===== src/rtl/neuron_mac_if.sv =====
// neuron_mac_if: weight bank, activation stream and result handshake of the neuron MAC.
interface neuron_mac_if #(
    parameter int N_IN      = 10,
    parameter int W_WIDTH   = 8,
    parameter int X_WIDTH   = 8,
    parameter int ACC_WIDTH = 20
);
    logic [N_IN*W_WIDTH-1:0] weights;
    logic                    in_valid;
    logic                    in_ready;
    logic [X_WIDTH-1:0]      x_in;
    logic                    out_valid;
    logic                    out_ready;
    logic [ACC_WIDTH-1:0]    y_out;
    logic                    busy;
    modport master (output weights, in_valid, x_in, out_ready, input in_ready, out_valid, y_out, busy);
    modport slave  (input weights, in_valid, x_in, out_ready, output in_ready, out_valid, y_out, busy);
endinterface


===== src/rtl/neuron_mac.sv =====
// neuron_mac: serial signed dot product of N_IN weights and streamed activations.
// Optional NEURON_RELU_EN clamps negative results to zero.
module neuron_mac #(
    parameter int N_IN      = 10,
    parameter int W_WIDTH   = 8,
    parameter int X_WIDTH   = 8,
    parameter int ACC_WIDTH = 20
) (
    input logic         clk,
    input logic         rst,
    neuron_mac_if.slave bus
);
    localparam int IW = N_IN > 1 ? $clog2(N_IN) : 1;
    localparam int PW = W_WIDTH + X_WIDTH;
    typedef enum logic [1:0] {IDLE, ACCUM, DONE} state_t;
    state_t                       state;
    logic        [IW-1:0]         idx;
    logic signed [ACC_WIDTH-1:0]  acc;
    logic signed [W_WIDTH-1:0]    w [N_IN];
    logic signed [PW-1:0]         p;
    logic signed [ACC_WIDTH-1:0]  sum;
    logic signed [ACC_WIDTH-1:0]  res;
    logic                         beat;
    logic                         last;
    for (genvar i = 0; i < N_IN; i++) begin : g_w
        assign w[i] = bus.weights[i*W_WIDTH +: W_WIDTH];
    end
    assign p    = w[idx] * $signed(bus.x_in);
    assign sum  = acc + {{(ACC_WIDTH-PW){p[PW-1]}}, p};
    assign beat = bus.in_valid & bus.in_ready;
    assign last = idx == IW'(N_IN - 1);
`ifdef NEURON_RELU_EN
    assign res = sum[ACC_WIDTH-1] ? '0 : sum;
`else
    assign res = sum;
`endif
    // acc is cleared when a result is handed off, so every frame starts from zero
    always_ff @(posedge clk or posedge rst) begin
        if (rst) begin
            state         <= IDLE;
            idx           <= '0;
            acc           <= '0;
            bus.y_out     <= '0;
            bus.out_valid <= 1'b0;
            bus.busy      <= 1'b0;
            bus.in_ready  <= 1'b1;
        end else if (beat) begin
            acc      <= sum;
            idx      <= idx + IW'(1);
            bus.busy <= 1'b1;
            state    <= last ? DONE : ACCUM;
            if (last) begin
                bus.y_out     <= res;
                bus.out_valid <= 1'b1;
                bus.in_ready  <= 1'b0;
            end
        end else if (state == DONE && bus.out_ready) begin
            state         <= IDLE;
            idx           <= '0;
            acc           <= '0;
            bus.out_valid <= 1'b0;
            bus.busy      <= 1'b0;
            bus.in_ready  <= 1'b1;
        end
    end
endmodule


===== src/flat_wrapper.sv =====
// flat-port wrapper written by rule: the top's interface ports become plain ports
module neuron_mac_flat 
#(
    parameter int N_IN      = 10,
    parameter int W_WIDTH   = 8,
    parameter int X_WIDTH   = 8,
    parameter int ACC_WIDTH = 20
)
  (clk, rst, bus_weights, bus_in_valid, bus_x_in, bus_out_ready, bus_in_ready, bus_out_valid, bus_y_out, bus_busy);
  neuron_mac_if #(.N_IN(N_IN), .W_WIDTH(W_WIDTH), .X_WIDTH(X_WIDTH), .ACC_WIDTH(ACC_WIDTH)) bus_i ();
  input logic clk;
  input logic rst;
  input wire logic [$bits(bus_i.weights)-1:0] bus_weights;
  input wire logic [$bits(bus_i.in_valid)-1:0] bus_in_valid;
  input wire logic [$bits(bus_i.x_in)-1:0] bus_x_in;
  input wire logic [$bits(bus_i.out_ready)-1:0] bus_out_ready;
  output wire logic [$bits(bus_i.in_ready)-1:0] bus_in_ready;
  output wire logic [$bits(bus_i.out_valid)-1:0] bus_out_valid;
  output wire logic [$bits(bus_i.y_out)-1:0] bus_y_out;
  output wire logic [$bits(bus_i.busy)-1:0] bus_busy;
  assign bus_i.weights = bus_weights;
  assign bus_i.in_valid = bus_in_valid;
  assign bus_i.x_in = bus_x_in;
  assign bus_i.out_ready = bus_out_ready;
  assign bus_in_ready = bus_i.in_ready;
  assign bus_out_valid = bus_i.out_valid;
  assign bus_y_out = bus_i.y_out;
  assign bus_busy = bus_i.busy;
  neuron_mac #(.N_IN(N_IN), .W_WIDTH(W_WIDTH), .X_WIDTH(X_WIDTH), .ACC_WIDTH(ACC_WIDTH)) u_core (.clk(clk), .rst(rst), .bus(bus_i));
endmodule

===== config.mk =====
export PLATFORM = sky130hd
export DESIGN_NAME = neuron_mac_flat
export DESIGN_NICKNAME = d
export VERILOG_FILES = /design/src/rtl/neuron_mac_if.sv /design/src/rtl/neuron_mac.sv /design/src/flat_wrapper.sv
export SDC_FILE = /design/constraint.sdc
export NUM_CORES = 1
export LEC_CHECK = 0
export ABC_CLOCK_PERIOD_IN_PS = 8600
export CORE_MARGIN = 3
export CORE_UTILIZATION = 54
export DETAILED_ROUTE_END_ITERATION = 10
export GPL_TIMING_DRIVEN = 0
export PLACE_DENSITY = 0.83
export SLEW_MARGIN = 20
export SYNTH_ARGS = -nofsm -noshare
export SYNTH_HDL_FRONTEND = slang
export SYNTH_SLANG_ARGS = --single-unit

===== constraint.sdc =====
create_clock -name clk -period 8.6 [get_ports clk]
set_input_delay 2.15 -clock clk [delete_from_list [all_inputs] [get_ports clk]]
set_output_delay 2.15 -clock clk [all_outputs]
set_load 0.01 [all_outputs]

Yosys cells after proc, flatten, opt, wreduce, memory -nomap -nowiden
Cells that the tools add are included.
{ "totals": {"wordCells": 37, "reg_bits": 49} }
{ "classes": {"n_bitwise": 2, "n_reduce_logical": 4, "addsub": 2, "n_eq_ne": 3, "order_cmp": 1, "mul": 1, "muxes": 17} }
{ "ops": {"columns": ["cell", "n"], "rows": [
  ["20-bit 2-to-1 mux", 2],
  ["8-bit binary-select mux with 4-bit select", 1],
  ["20-bit adder", 1],
  ["8-bit by 8-bit multiplier with 16-bit output", 1],
  ["8-bit 2-to-1 mux", 2],
  ["4-bit 2-to-1 mux", 2],
  ["1-bit 2-to-1 mux", 7],
  ["2-bit 2-to-1 mux", 3],
  ["5-bit >= comparator, second input constant", 1],
  ["4-bit inverter with 5-bit output", 1],
  ["4-bit by 1-bit adder with 4-bit output, second input constant", 1],
  ["4-bit equality test, second input constant", 1],
  ["2-bit AND reduction", 2],
  ["2-bit equality test, second input constant", 1],
  ["2-bit inequality test, second input constant", 1],
  ["2-bit nonzero test", 1],
  ["1-bit AND", 1],
  ["1-bit logical AND", 1]
]} }

Depth between registers and ports, before layout
Gate-level depths: netlist of the first run.
{ "logic_depth": {"ltp_word": 7, "ltp_mapped": 33, "mapped_depth_nobuf": 31} }

Worst setup path after synthesis of the first run
Ideal clock, no wire load.
{ "synth_path": {"path_type": "input to register", "startpoint": "input port bus_weights[27]", "endpoint": "register u_core.bus.y_out[19]", "arrival_time_ps": 8127, "path_stages": 29, "setup_time_ps": 132, "path_buffers": 0, "slack_ps": 341, "cell_sequence": "mux4_2 > a221oi_1 > a21oi_1 > and2_1 > fa_1 > inv_1 > fa_1 > inv_1 > fa_1 > inv_1 > fa_1 > inv_1 > ha_1 > a21oi_1 > o21bai_1 > a21oi_1 > o21ai_1 > a21o_1 > a21oi_1 > xnor2_1 > ha_1 > a21oi_1 > o21ai_0 > a21oi_1 > nor2_1 > a21oi_1 > xor2_1 > xor2_1 > o21ai_1"} }
{ "synth_via": {"elab_chain_cells": 5} }
{ "synth_rtl": {"columns": ["element", "line", "rtl"], "rows": [
  ["start: declaration", "flat_wrapper.sv:13", "input wire logic [$bits(bus_i.weights)-1:0] bus_weights;"],
  ["8-bit binary-select mux with 4-bit select", "neuron_mac.sv:28", "assign p = w[idx] * $signed(bus.x_in);"],
  ["8-bit 2-to-1 mux (not written as such) (2 in a row)", "neuron_mac.sv:28", null],
  ["8-bit by 8-bit multiplier with 16-bit output", "neuron_mac.sv:28", null],
  ["20-bit adder", "neuron_mac.sv:29", "assign sum = acc + {{(ACC_WIDTH-PW){p[PW-1]}}, p};"],
  ["end signal: assignment", "neuron_mac.sv:53", "bus.y_out <= res;"],
  ["end: declaration", "neuron_mac_if.sv:17", "modport slave (input weights, in_valid, x_in, out_ready, output in_ready, out_valid, y_out, busy);"]
]} }
Every way passes these cells. The select of a mux whose other input is x is not followed.
A chain may end at the register's enable or synchronous reset.

Final worst setup path of the first run
{ "layout_path": {"startpoint": "input port bus_weights[29]", "endpoint": "register u_core.bus.y_out[19]"} }
The elaborated chain is that of the path after synthesis.

==> qor.csv, run 1 <==
metric;value;unit
synth_area;0.00582;sq mm
grt-busiest-layer;met2;
ioPinCount;115;
min_period_over_period;0.984;
hold_end;u_core.bus.in_ready$_DFFE_PP1P_;
cts_tree;done;
hold_ws;480;ps
insertedDiodeCount;0;
start_util;0.559;
place_congestion;0.859;
coreArea;0.0104;sq mm
grt_use_total;0.258;
min_period;8460;ps
vias;5149;
worstSetupPathType;in -> reg;
critPathMaxStageDelay;530;ps
hold_start;u_core.bus.in_ready$_DFFE_PP1P_;
route.detailed.drc;0;
yosysWarnings;0;
avgSynthCellArea;9.29;sq um
reg2reg_to;u_core.bus.y_out[19]$_DFFE_PP0P_;
synth.area.top_cells;dfrtp_1 (21%), fa_1 (19%), ha_1 (11%);
critPathMostFrequentCell;a21oi_2;
clock_path_buffers;2;
cts-root-buf;clkbuf_8;
grt_max_degree;28;
grtUsageMet1;0.313;
post-dp-hpwl;12200;um
syn-num-nets;827;
num_rows;37;
met3_usage;0.0346;
seq_area;0.00123;sq mm
die_area;0.0121;sq mm
drive_gt1_frac;0.180;
syn_inst;627;
first_pass_iters;4;
crit_fanout;8;
vias_per_cell;5.70;
synth_common_cells;nand2_1 (87), inv_1 (86), fa_1 (56), ha_1 (52), dfrtp_1 (48);
yosysMostFrequentCell;nand2_1;
slew_headroom;0.0899;
synth-seq-area-share;0.211;
htreeDepth;2;
hold_class;reg -> reg;
rr_worst_depth;30;
critPathCaptureType;flop;
yosysUniqueCellTypes;49;
whs_path_depth;2;
synth_top_area_share;0.206;
nFillCells;684;
clock_latency;300;ps
fmax;118;MHz
multi_input_area;0.00464;sq mm
clkTransAtPathRegs;90;ps
syn2layout_area_growth;35.2;%
slew_violations;0;
pre_cts_slack;-853;ps
setup_slack;139;ps
antenna_found_initial;0;
die_x;110;um
routedWlPerCell;17.8;um
synth-edff-count;0;
io_buffers;114;
worst-endpoint-arrival;8630;ps
wl;16100;um
r2r_start;u_core.idx[3]$_DFFE_PP0P_;
synth_top_area_cell;dfrtp_1;
die_height;110;um
met2_usage;0.479;
ys.flop_type;dfrtp_1;
cts.sinks;49;
synth_seq_cells;49;
cts_made_buffers;5;
skew;8.76;ps
critical_path.slowest_cell;fa_1;
grt_pass1_wl;24700;um
cp.required;8770;ps
detail-route-antenna-nets;0;
maxCapViolCount;0;
final_nets;967;
postSynth.asyncResetShare;1.00;
worst_pin_slew;1360;ps
drtIter0Drc;245;
grt_pass1_vias;5459;
r2r_slack;740;ps
status;completed;
overflow;0;
hold_viol;0;
setup_viol;0;
critPathLaunchType;input port;
-- how the worst max path moves through the flow --
stage               startpoint                               end
2_1_floorplan  bus_weights[27]  u_core.bus.y_out[19]$_DFFE_PP0P_
3_3_place_gp   bus_weights[27]  u_core.bus.y_out[19]$_DFFE_PP0P_
3_5_place_dp   bus_weights[27]  u_core.bus.y_out[19]$_DFFE_PP0P_
4_1_cts        bus_weights[27]  u_core.bus.y_out[17]$_DFFE_PP0P_
5_1_grt        bus_weights[24]  u_core.bus.y_out[19]$_DFFE_PP0P_
6_report       bus_weights[29]  u_core.bus.y_out[19]$_DFFE_PP0P_
-- cells by family after synthesis --
logic type | share of synthesized area
xor gates and xnor gates | 0.0582
buffers and inverters | 0.0700
and+or+nand+nor | 0.153
DFF | 0.211
adders and majority gates | 0.304
muxes | 0.0773
AOI/OAI and AO/OA | 0.127
-- repair_timing --
| item | CTS | global route |
|---|---|---|
| endpoints found under the setup margin | 13 | 14 |
| hold buffers | 0 | 0 |
| setup buffers | 10 | 8 |
| gates resized for setup | 25 | 87 |
| pin swaps | 13 | 68 |
-- worst max-delay path: cells and delay by family --
kind,cells,cell delay [ps]
adders and majority gates,6,2530
AOI/OAI and AO/OA,12,1960
buffers and inverters,5,580
xor gates and xnor gates,3,540
muxes,1,470
and+or+nand+nor,2,400
-- routing by layer --
layer  part of all wire  vias to the layer above
li1                   -                     2367
met1               0.38                     2579
met2               0.55                      173
met3              0.050                       30
met4              0.026                        0
met5                  0                        -
-- metrics by stage --
step | util | cells | setup TNS (ps) | cell area [sq um]
after floorplan | - | 627 | 0 | 5820
after global routing | 0.756 | 904 | -398 | 7880
final | 0.756 | 904 | 0 | 7880
after global placement | 0.685 | 877 | -6150 | 7140
after CTS | 0.714 | 896 | 0 | 7440
after detailed placement | 0.687 | 878 | -7580 | 7160
-- final cells by class --
cell class,count,share of cell area
inverters,88,0.0419
well taps,136,0.0216
repair buffers,133,0.171
clock buffers,7,0.00969
flip-flops and latches,49,0.156
plain buffers,18,0.00985
multi-input cells,472,0.589
clock inverters,1,0.000953
-- flip-flops by register name, indices dropped and copies added (netlist names) --
register              count
u_core.acc               20
u_core.bus.busy           1
u_core.bus.in_ready       1
u_core.bus.out_valid      1
u_core.bus.y_out         20
u_core.idx                4
u_core.state              2
-- placed cells by master, fill, tap and decap left out, drive strengths merged, types with 4 or more instances in the layout --
cell,instances
nor2b,4
nor2,16
mux4,16
clkdlybuf4s50,98
a221oi,8
dlymetal6s2s,16
fa,56
clkbuf,20
a21o,8
a211oi,5
nand2,87
nand3,19
xnor2,22
and2,43
o21ai,37
ha,52
mux2,8
o21a,4
inv,86
dfrtp,48
xor2,15
buf,24
o21bai,5
a21oi,36
a22o,7
Power of run 1 is not shown: default switching activity piles up to over one toggle a cycle in this logic, so the estimate is an artifact.
==> run 2: changes to the inputs <==
--- a/config.mk
+++ b/config.mk
@@ -9,7 +9,6 @@
 export CORE_MARGIN = 3
 export CORE_UTILIZATION = 54
 export DETAILED_ROUTE_END_ITERATION = 10
-export GPL_TIMING_DRIVEN = 0
 export PLACE_DENSITY = 0.83
 export SLEW_MARGIN = 20
 export SYNTH_ARGS = -nofsm -noshare
==> run 2 against run 1 <==
Fmax shrank 1.1%; routed wire length grew 1.7%; hold slack gained 10 ps; via count grew 2.6%; non-clock buffer count grew 28; cell area grew 4.2%; flip-flop and latch count is the same; sequential share of layout area shrank 0.63 points; register-to-register slack lost 270 ps; critical path depth is the same; global-route usage grew 0.50 points; critical path type unchanged; highest routed layer unchanged.
==> qor.csv, run 2 (same netlist as run 1, synthesis figures left out) <==
metric;value;unit;change
die_height;110;um;unchanged
insertedDiodeCount;0;;unchanged
final_common_cell;clkdlybuf4s50_1;;
worst_pin_slew;1340;ps;-24.8 ps
setup_slack;42.1;ps;-97.4 ps
place_congestion;0.901;;+4.9%
final_area;0.00821;sq mm;+4.2%
ioPinCount;115;;unchanged
post-dp-hpwl;12000;um;-2.0%
cts.sinks;49;;unchanged
critical_path.slowest_cell;mux4_2;;
worst-endpoint-arrival;8720;ps;+90 ps
htreeDepth;2;;unchanged
nFillCells;645;;-5.7%
routedWlPerCell;17.5;um;-1.3%
clock_path_buffers;2;;unchanged
grt_pass1_wl;25100;um;+1.7%
r2r_slack;470;ps;-270 ps
reg2reg_to;u_core.bus.y_out[19]$_DFFE_PP0P_;;
vias_per_cell;5.67;;-0.46%
die_area;0.0121;sq mm;unchanged
syn2layout_area_growth;40.9;%;
placed_cell_area;0.00749;sq mm;+4.6%
cts_made_buffers;5;;unchanged
clock_latency;310;ps;about the same
critPathLaunchType;input port;;
final_cell_mix;clkdlybuf4s50_1 (106), nand2_1 (82), inv_1 (82), buf_4 (59), fa_1 (54);;
first_pass_iters;5;;+1
setup_viol;0;;unchanged
min_period;8560;ps;+97.4 ps
overflow;0;;unchanged
crit_fanout;8;;unchanged
detail-route-antenna-nets;0;;unchanged
crit_start;bus_weights[26];;
wl;16300;um;+1.7%
maxCapViolCount;0;;unchanged
drive_gt1_frac;0.225;;+0.0452
grt_max_degree;50;;+79%
grt_pass1_vias;5453;;-0.11%
critPathMostFrequentCell;a21oi_2;;
slew_violations;0;;unchanged
hold_class;reg -> reg;;
slew_headroom;0.106;;+0.0166
multi_input_area;0.00469;sq mm;+1.0%
skew;9.54;ps;+0.774 ps
worstSetupPathType;in -> reg;;
antenna_found_initial;0;;unchanged
route.detailed.drc;0;;unchanged
start_util;0.559;;unchanged
clkTransAtPathRegs;100;ps;about the same
fmax;117;MHz;-1.1%
vias;5284;;+2.6%
r2r_start;u_core.idx[3]$_DFFE_PP0P_;;
status;completed;;
grt_use_total;0.263;;+0.00500
critPathCaptureType;flop;;
cts_tree;done;;
drtIter0Drc;245;;unchanged
reg.largest.list;u_core.acc x20, u_core.bus.y_out x20, u_core.idx x4;;
io_buffers;114;;unchanged
num_rows;37;;unchanged
final_cells;932;;+3.1%
die_x;110;um;unchanged
critPathMaxStageDelay;540;ps;about the same
crit_end;u_core.bus.y_out[19]$_DFFE_PP0P_;;
cts-root-buf;clkbuf_8;;
min_period_over_period;0.995;;+0.0113
fin_tns_setup;0;ps;unchanged
rr_worst_depth;29;;-3.3%
rsz0062_at_grt;yes;;
dp_cells;916;;+4.3%
hold_viol;0;;unchanged
final_nets;995;;+2.9%
coreArea;0.0104;sq mm;unchanged
seq_area;0.00123;sq mm;unchanged
cp.required;8760;ps;about the same
pre_cts_slack;-616;ps;+237 ps
## run 2: final cells by class
class	count	area share
Clock inverter	3	0.00579
Sequential cell	49	0.150
Tap cell	136	0.0207
Inverter	88	0.0404
Clock buffer	5	0.00839
Multi-Input combinational cell	472	0.571
Timing Repair Buffer	179	0.204
## run 2: metal layers
| layer | part of all wire | vias up | global-route usage |
|---|---|---|---|
| met5 | 0 | - | 0 |
| met4 | 0.027 | 0 | 0.0677 |
| met3 | 0.055 | 36 | 0.0446 |
| met2 | 0.54 | 211 | 0.482 |
| met1 | 0.38 | 2609 | 0.318 |
| li1 | - | 2428 | - |
## run 2: worst max-delay path, delay by kind of cell
family | cells | cell delay (ps)
multiplexers | 1 | 540
XOR/XNOR | 3 | 550
AO/OA/AOI/OAI | 13 | 2140
AND/OR/NAND/NOR | 2 | 450
buffers and inverters | 3 | 550
adder cells (fa/ha/maj) | 7 | 2340
## run 2: worst min-delay path by stage
stage | startpoint | end | slack [ps] | depth (start not counted)
finish | u_core.bus.y_out[1]$_DFFE_PP0P_ | u_core.bus.y_out[1]$_DFFE_PP0P_ | 490 | 2
global route | u_core.bus.y_out[15]$_DFFE_PP0P_ | u_core.bus.y_out[15]$_DFFE_PP0P_ | 510 | 2
CTS | u_core.bus.y_out[1]$_DFFE_PP0P_ | u_core.bus.y_out[1]$_DFFE_PP0P_ | 490 | 2
detailed placement | u_core.bus.y_out[1]$_DFFE_PP0P_ | u_core.bus.y_out[1]$_DFFE_PP0P_ | 470 | 2
global placement | u_core.bus.y_out[1]$_DFFE_PP0P_ | u_core.bus.y_out[1]$_DFFE_PP0P_ | 460 | 2
floorplan | u_core.state[1]$_DFFE_PP0P_ | u_core.state[1]$_DFFE_PP0P_ | 450 | 2
## run 2: per-stage QoR
step | hold slack, ps | util
after floorplan | 447 | -
after global placement | 462 | 0.719
after detailed placement | 468 | 0.719
after CTS | 493 | 0.740
after global routing | 515 | 0.788
final | 490 | 0.788
## run 2: what timing repair did
item	CTS	global route
setup buffers	0	8
hold buffers	0	0
pin swaps	10	71
resized for setup	21	84
endpoints found under the setup margin	9	14
Power of run 2 is left out for the same reason.
